--- config.mk ---
export PLATFORM = sky130hd
export DESIGN_NAME = mem_port_arb
export DESIGN_NICKNAME = d
export VERILOG_FILES = /design/src/rtl/mem_port_arb_pkg.sv /design/src/rtl/mem_port_arb.sv
export SDC_FILE = /design/constraint.sdc
export NUM_CORES = 1
export LEC_CHECK = 0
export ABC_AREA = 1
export ABC_CLOCK_PERIOD_IN_PS = 1450
export BUFFER_PORTS_ARGS = -buffer_cell sky130_fd_sc_hd__buf_2
export CAP_MARGIN = 20
export CORE_UTILIZATION = 43
export DETAILED_ROUTE_END_ITERATION = 6
export PLACE_DENSITY = 0.79
export RECOVER_POWER = 100
export SLEW_MARGIN = 20
export SYNTH_ARGS = -nofsm -noshare
export SYNTH_HDL_FRONTEND = slang
export SYNTH_SLANG_ARGS = --single-unit
--- constraint.sdc ---
create_clock -name clk -period 1.45 [get_ports clk]
set_clock_uncertainty 0.05 [all_clocks]
set_input_delay 0 -clock clk [delete_from_list [all_inputs] [get_ports clk]]
set_output_delay 0 -clock clk [all_outputs]
set_load 0.02 [all_outputs]
--- src/rtl/mem_port_arb_pkg.sv ---
// Shared types and constants for the memory port arbiter.
package mem_port_arb_pkg;

  // Sequencer states for the single outstanding bus transaction.
  typedef enum logic [1:0] {
    MARB_ST_IDLE = 2'd0,
    MARB_ST_ADDR = 2'd1,
    MARB_ST_DATA = 2'd2
  } marb_state_e;

  // Owner of the transaction currently on the bus.
  localparam logic MARB_OWN_IF = 1'b0;
  localparam logic MARB_OWN_DM = 1'b1;

  // Saturating increment for the 3-bit starvation counter.
  function automatic logic [2:0] sat_inc3(input logic [2:0] v);
    return (v == 3'd7) ? v : v + 3'd1;
  endfunction

endpackage

--- src/rtl/mem_port_arb.sv ---
// Arbiter/sequencer for the shared memory port: fetch (IF1) and load/store (MM1)
// requesters, one outstanding req/addr_ok/data_ok transaction, response routing
// and dropping of fetch responses cancelled by a redirect.
module mem_port_arb
  import mem_port_arb_pkg::*;
#(
  parameter int unsigned STARVE_MAX = 4
) (
  input  logic        clk,
  input  logic        resetn,
  input  logic        if_req,
  input  logic [31:0] if_addr,
  input  logic        if_cancel,
  output logic        if_rdy,
  output logic        if_rvalid,
  output logic [31:0] if_rdata,
  input  logic        dm_req,
  input  logic        dm_we,
  input  logic [3:0]  dm_wstrb,
  input  logic [31:0] dm_addr,
  input  logic [31:0] dm_wdata,
  output logic        dm_rdy,
  output logic        dm_rvalid,
  output logic [31:0] dm_rdata,
  output logic        bus_req,
  output logic        bus_we,
  output logic [3:0]  bus_wstrb,
  output logic [31:0] bus_addr,
  output logic [31:0] bus_wdata,
  input  logic        bus_addr_ok,
  input  logic        bus_data_ok,
  input  logic [31:0] bus_rdata
);

  localparam logic [2:0] StarveLim = 3'(STARVE_MAX);

  marb_state_e state_q, state_d;
  logic        own_dm_q;
  logic        we_q;
  logic [3:0]  wstrb_q;
  logic [31:0] addr_q;
  logic [31:0] wdata_q;
  logic [2:0]  starve_q;
  logic        drop_q;
  logic        if_rvalid_q, dm_rvalid_q;
  logic [31:0] if_rdata_q, dm_rdata_q;

  logic idle, if_win, dm_win, done, if_drop;

  // Grant arbitration and next-state logic
  always_comb begin
    idle    = (state_q == MARB_ST_IDLE);
    // Data wins a contested grant unless fetch has been starved long enough.
    if_win  = idle & if_req & (~dm_req | (starve_q == StarveLim));
    dm_win  = idle & dm_req & ~if_win;
    done    = ((state_q == MARB_ST_ADDR) & bus_addr_ok & bus_data_ok) |
              ((state_q == MARB_ST_DATA) & bus_data_ok);
    // A redirect arriving in the completion cycle still kills the response.
    if_drop = drop_q | if_cancel;
    state_d = state_q;
    unique case (state_q)
      MARB_ST_IDLE: if (if_win | dm_win) state_d = MARB_ST_ADDR;
      MARB_ST_ADDR: if (bus_addr_ok) state_d = bus_data_ok ? MARB_ST_IDLE : MARB_ST_DATA;
      MARB_ST_DATA: if (bus_data_ok) state_d = MARB_ST_IDLE;
      default:      state_d = MARB_ST_IDLE;
    endcase
  end

  // FSM state register
  always_ff @(posedge clk or negedge resetn) begin
    if (!resetn) state_q <= MARB_ST_IDLE;
    else         state_q <= state_d;
  end

  // Latch owner and payload of the granted request
  always_ff @(posedge clk or negedge resetn) begin
    if (!resetn) begin
      own_dm_q <= MARB_OWN_IF;
      we_q     <= 1'b0;
      wstrb_q  <= 4'h0;
      addr_q   <= 32'h0;
      wdata_q  <= 32'h0;
    end else if (if_win) begin
      own_dm_q <= MARB_OWN_IF;
      we_q     <= 1'b0;
      wstrb_q  <= 4'h0;
      addr_q   <= if_addr;
      wdata_q  <= 32'h0;
    end else if (dm_win) begin
      own_dm_q <= MARB_OWN_DM;
      we_q     <= dm_we;
      wstrb_q  <= dm_wstrb;
      addr_q   <= dm_addr;
      wdata_q  <= dm_wdata;
    end
  end

  // Count contested grants lost by fetch; any fetch grant clears the count
  always_ff @(posedge clk or negedge resetn) begin
    if (!resetn)               starve_q <= 3'd0;
    else if (if_win)           starve_q <= 3'd0;
    else if (dm_win && if_req) starve_q <= sat_inc3(starve_q);
  end

  // Remember a redirect that hit an in-flight fetch
  always_ff @(posedge clk or negedge resetn) begin
    if (!resetn)                                         drop_q <= 1'b0;
    else if (done)                                       drop_q <= 1'b0;
    else if (!idle && own_dm_q == MARB_OWN_IF && if_cancel) drop_q <= 1'b1;
  end

  // Register the response and route it to the owner
  always_ff @(posedge clk or negedge resetn) begin
    if (!resetn) begin
      if_rvalid_q <= 1'b0;
      dm_rvalid_q <= 1'b0;
      if_rdata_q  <= 32'h0;
      dm_rdata_q  <= 32'h0;
    end else begin
      if_rvalid_q <= done & (own_dm_q == MARB_OWN_IF) & ~if_drop;
      dm_rvalid_q <= done & (own_dm_q == MARB_OWN_DM);
      if (done && own_dm_q == MARB_OWN_DM)             dm_rdata_q <= bus_rdata;
      if (done && own_dm_q == MARB_OWN_IF && !if_drop) if_rdata_q <= bus_rdata;
    end
  end

  assign if_rdy    = if_win;
  assign dm_rdy    = dm_win;
  assign bus_req   = (state_q == MARB_ST_ADDR);
  assign bus_we    = we_q;
  assign bus_wstrb = wstrb_q;
  assign bus_addr  = addr_q;
  assign bus_wdata = wdata_q;
  assign if_rvalid = if_rvalid_q;
  assign dm_rvalid = dm_rvalid_q;
  assign if_rdata  = if_rdata_q;
  assign dm_rdata  = dm_rdata_q;

endmodule
==> metrics.yaml, run 1 <==
status:
  status: "finished, violations left"
  violations: "hold timing, setup timing"
clock_tree:
  clock_path_buffers: 2
  holdBufCountCts: 141
  htreeDepth: 4
  cts_sinks: 142
  cts_root_buffer: "clkbuf_16"
  cts_buffers: 17
  clk_pin_slew_ns: 0.06
  cts_tree: "done"
  insertion_delay_ns: 0.42
routing:
  drtPass1Iterations: 6
  drc: 0
  drt-initial-drc-count: 907
  detail-route-antenna-nets: 0
  detail_route.wl_per_cell_um: 21.64
  routed_wl_mm: 30.69
  avgViaCountPerCell: 5.693
  vias: 8073
global_route:
  grt_first_pass_wirelength_mm: 37.79
  antenna_found_initial: 1
  grt_remaining_overflow: 0
  grt_max_degree: 53
  grt_pass1_vias: 7517
  grt_util_all_layers_pct: 33.78
placement:
  placedCellCount: 1199
  place_congestion: 0.8475
  hpwl_mm: 12.42
  io_buffers: 277
  dpl_worst_slack_ns: -0.07711
logic_synthesis:
  ys_ff_latch: 142
  synthCells: 761
  syn-cell-area_mm2: 0.006201
  synthTopCellsByArea: "dfrtp_1, nand2_1, nand3_1, inv_1, nand4_1"
  synth.avg_cell_area_um2: 8.148
  yosys.area.top_type: "dfrtp_1"
  netlist-cell-type-count: 21
  synth_warnings: 0
  synth.net_count: 904
  synth_seq_area_share_pct: 57.30
  synth_top_area_share_pct: 57.30
timing:
  holdWs_ns: -0.01082
  max-slew-margin-rel_pct: 50.96
  hold_viol: 1
  rsz0062_at_grt: "true"
  final_max_slew_viol_count: 0
  worstMarginPinSlew_ns: 0.7357
  period_share_pct: 117.7
  setup_viol: 141
  layout_min_cycle_time_ns: 1.706
  timing.fmax_mhz: 586.1
  final.setup.tns_ns: -14.44
  fin_ws_ns: -0.2562
worst_setup_path:
  end_kind: "flop"
  cp_max_fo: 8
  cp_data_arrival_time_ns: 1.96
  crit_type: "reg -> reg"
  cp.required_ns: 1.70
  cp-start-kind: "flop"
finish:
  multi_input_area_mm2: 0.003007
  fillers: 775
  fin_cells: 1418
  seq_area_mm2: 0.003556
  syn_to_final_growth_pct: 84.36
  nets: 1367
  drive_gt1_share_pct: 35.76
  fin_util_pct: 81.73
run:
  max-cap-violations: 0
power:
  ir_drop_mv: 1.267
  power_uw: 24090
  cellPowerDensity_mw_per_mm2: 2107
  p_leak_uw: 0.005784
worst_hold_path:
  hold_class: "in -> reg"
floorplanning:
  dieHeight_um: 122.1
  fp-row-count: 43
  die_w_um: 122.1
  start_util_pct: 44.33
  core_mm2: 0.01399
  dieArea_mm2: 0.01490
  boundaryPins: 278
-- power breakdown --
group	leakage (uW)	internal (uW)	switching (uW)	total, uW
Combinational	0.00371	4230	7760	12000
Clock	0.000299	2960	1750	4710
Sequential	0.00177	5810	1570	7380
-- final timing paths --
path | from | endpoint | slack (ns) | depth (start not counted)
max | state_q[1] | dm_rdata[8] | -0.26 | 10
min | if_req | starve_q[1] | -0.01 | 5
max reg2reg | state_q[1] | dm_rdata[8] | -0.26 | 10
min reg2reg | bus_wdata[10] | bus_wdata[10] | 0.43 | 2
max in group asynchronous | resetn | state_q[0] | 0.20 | 3
min in group asynchronous | resetn | bus_addr[16] | 0.16 | 2
-- critical path, cell delays in order, from the launching register on --
cell       delay (ns)
dfrtp_2          0.42
buf_6            0.13
inv_4            0.05
nand3_4          0.07
buf_6            0.13
nand2_4          0.07
nand3_4          0.15
buf_6            0.17
clkbuf_16        0.17
nand2_2          0.08
nand2_1          0.08
-- state kept, by name (all words and copies together) (netlist names) --
| register | flops |
|---|---|
| bus_addr | 32 |
| dm_rdata | 32 |
| bus_wstrb | 4 |
| bus_wdata | 32 |
| state_q | 2 |
| own_dm_q | 1 |
| if_rdata | 32 |
| bus_we | 1 |
| drop_q | 1 |
| dm_rvalid | 1 |
| starve_q | 3 |
| if_rvalid | 1 |
-- layer usage --
layer	part of all wire [%]	routed length [um]	GRT usage (%)
met5	0	0	0
met4	8.9	2727	24.09
met3	10	3182	7.725
met2	48	14840	56.43
met1	32	9939	38.05
-- synthesized netlist by cell type, drive strengths merged --
cell type / n
a21boi: 1
clkbuf: 23
nand4: 32
nor3: 1
o31ai: 1
nor2: 11
o21ai: 4
nand2: 343
buf: 24
ha: 3
inv: 74
nand3: 100
dfrtp: 142
a21oi: 2
-- stage by stage --
step	area, um2	hold slack, ns
after global placement	7998	-0.06000
after global routing	11430	-0.007200
after CTS	10610	0.02508
after floorplan	6213	-0.3456
after detailed placement	7998	-0.05681
final	11430	-0.01082
-- repair_timing --
action,in CTS,in global routing
resized for setup,56,248
hold endpoints to repair,279,1
pin swaps,15,73
cloned,10,8
setup endpoints to repair,52,144
setup buffers,14,22
-- cell type report --
cell class	instances	share of cell area (%)
clock inverter	10	1.423
sequential	142	31.10
multi-input combinational	498	26.30
clock buffer	21	4.028
tap	180	1.970
timing repair buffer	491	32.59
antenna	2	0.04378
inverter	74	2.539
-- logic make-up after synthesis --
group / synth area share (%)
fa+ha+maj: 0.6054
compound gates: 0.7870
flops: 57.30
buf+inv: 8.212
simple gates: 33.09
-- layout by cell type, fill, tap and decap left out, types with 3 or more instances in the layout --
cell,Yosys,layout
clkbuf_4,0,4
nand2_4,0,37
buf_4,5,18
buf_12,0,17
buf_16,0,5
inv_2,2,6
nand2_2,0,93
nand2_1,343,213
clkbuf_16,0,24
dlygate4sd3_1,0,141
nand3_4,0,9
inv_1,72,65
clkbuf_1,23,137
nand4_1,32,32
buf_8,0,5
buf_6,3,19
nor2_4,1,3
bufinv_16,0,4
buf_2,11,139
nand3_2,1,37
nand3_1,99,54
nor2_1,10,6
dfrtp_1,142,140
clkinv_4,0,4
Power figures use the tool's default switching activity.
==> run 2: changes to the inputs <==
Settings changed: CELL_PAD_IN_SITES_DETAIL_PLACEMENT set to 1, CELL_PAD_IN_SITES_GLOBAL_PLACEMENT set to 2, CORE_UTILIZATION 43 to 23, PLACE_DENSITY 0.79 to 0.78.
==> run 2 against run 1 <==
Net effect:
- the flow finishes with violations (DRC, setup timing)
- global-route usage shrank 16 points
- register-to-register slack better by 0.07 ns
- first-iteration DRC count is 58% lower
- clock-buffer cell count is 1 lower
- critical path depth is 3 lower
- non-clock buffer count fell by 1
- critical endpoint is now dm_rdy
- largest cell class unchanged
==> metrics.yaml, run 2 (synthesis results as in run 1) <==
finish:
  fin_util_pct: 42.44
  mostFrequentLayoutCell: "nand2_1"
  final_cell_mix: "nand2_1, dfrtp_1, buf_2"
  nets: 1366
  fillers: 3158
  syn_to_final_growth_pct: 79.86
  drive_gt1_share_pct: 27.99
global_route:
  grt_remaining_overflow: 0
  grt_util_all_layers_pct: 18.14
  grt_max_degree: 47
  grt_first_pass_wirelength_mm: 39.88
  grt_pass1_vias: 7619
  antenna_found_initial: 2
clock_tree:
  cts_tree: "done"
  cts_root_buffer: "clkbuf_16"
  htreeDepth: 4
  cts_buffers: 17
  cts_sinks: 142
  clk_pin_slew_ns: 0.06
  insertion_delay_ns: 0.42
  clock_path_buffers: 2
worst_hold_path:
  hold_class: "in -> reg"
  whs_path_depth: 4
  hold_path_end: "state_q[0]"
  hold_start: "dm_req"
timing:
  final_max_slew_viol_count: 0
  rsz0062_at_grt: "true"
  setup_viol: 140
  max-slew-margin-rel_pct: 22.08
  timing.fmax_mhz: 596.4
  hold_viol: 0
  worstMarginPinSlew_ns: 1.169
  period_share_pct: 115.6
  fin_ws_ns: -0.2269
  layout_min_cycle_time_ns: 1.677
  final.setup.tns_ns: -16.50
power:
  combPwrFrac_pct: 48.9
  p_switching_uw: 9973
  seq_power_share_pct: 31.1
  intPower_uw: 12220
  ir_drop_mv: 0.7855
  swShare_pct: 44.94
  p_leak_uw: 0.005683
  cellPowerDensity_mw_per_mm2: 1990
  p_clk_share_pct: 20.0
worst_setup_path:
  crit_type: "reg -> out"
  reg2reg_from: "state_q[1]"
  cp_max_fo: 4
  cp_data_arrival_time_ns: 1.63
  end_kind: "output port"
  cp.required_ns: 1.40
  reg2reg_to: "dm_rdata[17]"
  r2r_cells: 9
  regToRegSetupSlack_ns: -0.19
  cp-start-kind: "flop"
routing:
  drtPass1Iterations: 6
  vias: 7058
  drc: 21
  routed_wl_mm: 27.39
  detail-route-antenna-nets: 0
  detail_route.wl_per_cell_um: 17.42
  drt-initial-drc-count: 380
  avgViaCountPerCell: 4.490
floorplanning:
  die_w_um: 166.2
  dieHeight_um: 166.2
  fp-row-count: 59
  start_util_pct: 23.60
  boundaryPins: 278
  core_mm2: 0.02628
  dieArea_mm2: 0.02762
placement:
  place_congestion: 0.7503
  hpwl_mm: 15.44
  io_buffers: 277
status:
  violations: "DRC, setup timing"
  status: "finished, violations left"
run:
  max-cap-violations: 0
run 2: layout make-up:
type / instances / area, um2 / area share, %
multi-input combinational: 498 / 2625 / 23.54
timing repair buffer: 490 / 3687 / 33.06
sequential: 142 / 3553 / 31.86
inverter: 74 / 285.3 / 2.558
clock buffer: 20 / 446.7 / 4.005
clock inverter: 12 / 133.9 / 1.200
antenna: 1 / 2.502 / 0.02244
tap: 335 / 419.2 / 3.758
run 2: stage by stage:
stage	instances	power (uW)	worst slack [ns]	hold WS (ns)	area, um2
finish	1572	22190	-0.2269	0.07999	11150
global route	1572	23620	-0.3078	0.1132	11150
CTS	1544	21380	-0.2404	0.03405	10310
detailed placement	1361	16210	-0.1011	-0.09627	8219
global placement	1361	16030	-0.05819	-0.1061	8219
floorplan	761	12240	-0.02987	-0.3456	6213
run 2: critical path, stage by stage (launching register included):
cell,delay (ns)
dfrtp_1,0.42
nor2_4,0.21
buf_6,0.13
nand3_4,0.11
nand2_4,0.08
inv_2,0.04
buf_6,0.11
buf_6,0.12
run 2: per-layer routing:
metal	vias to the layer above	GRT usage, %	share of wire, %
met3	40	4.385	6.4
met4	2	6.217	2.2
met2	242	31.17	50
met1	3466	22.13	41
li1	3308	-	-
met5	-	0	0.047
run 2: power by group through the flow:
stage                     Combinational [uW]  Sequential (uW)  Clock, uW
after detailed placement                9380             6830          0
final                                  10800             6910       4430
after global placement                  9220             6810          0
after global routing                   11800             7140       4710
after CTS                               9990             6810       4570
after floorplan                         3310             8930          0
run 2: how the worst max path moves through the flow:
stage	from	endpoint	slack [ns]
finish	state_q[0]	dm_rdy	-0.23
global route	starve_q[1]	dm_rdy	-0.31
detailed placement	state_q[0]	bus_wdata[30]	-0.10
global placement	starve_q[0]	starve_q[1]	-0.06
CTS	starve_q[1]	dm_rdy	-0.24
floorplan	starve_q[0]	bus_wdata[17]	-0.03
run 2: timing repair:
item	CTS	global route
hold endpoints to repair	278	0
gates cloned	0	20
pin swaps	14	76
endpoints found under the setup margin	42	141
resized for setup	15	119
hold buffers	137	0
setup buffers	14	9
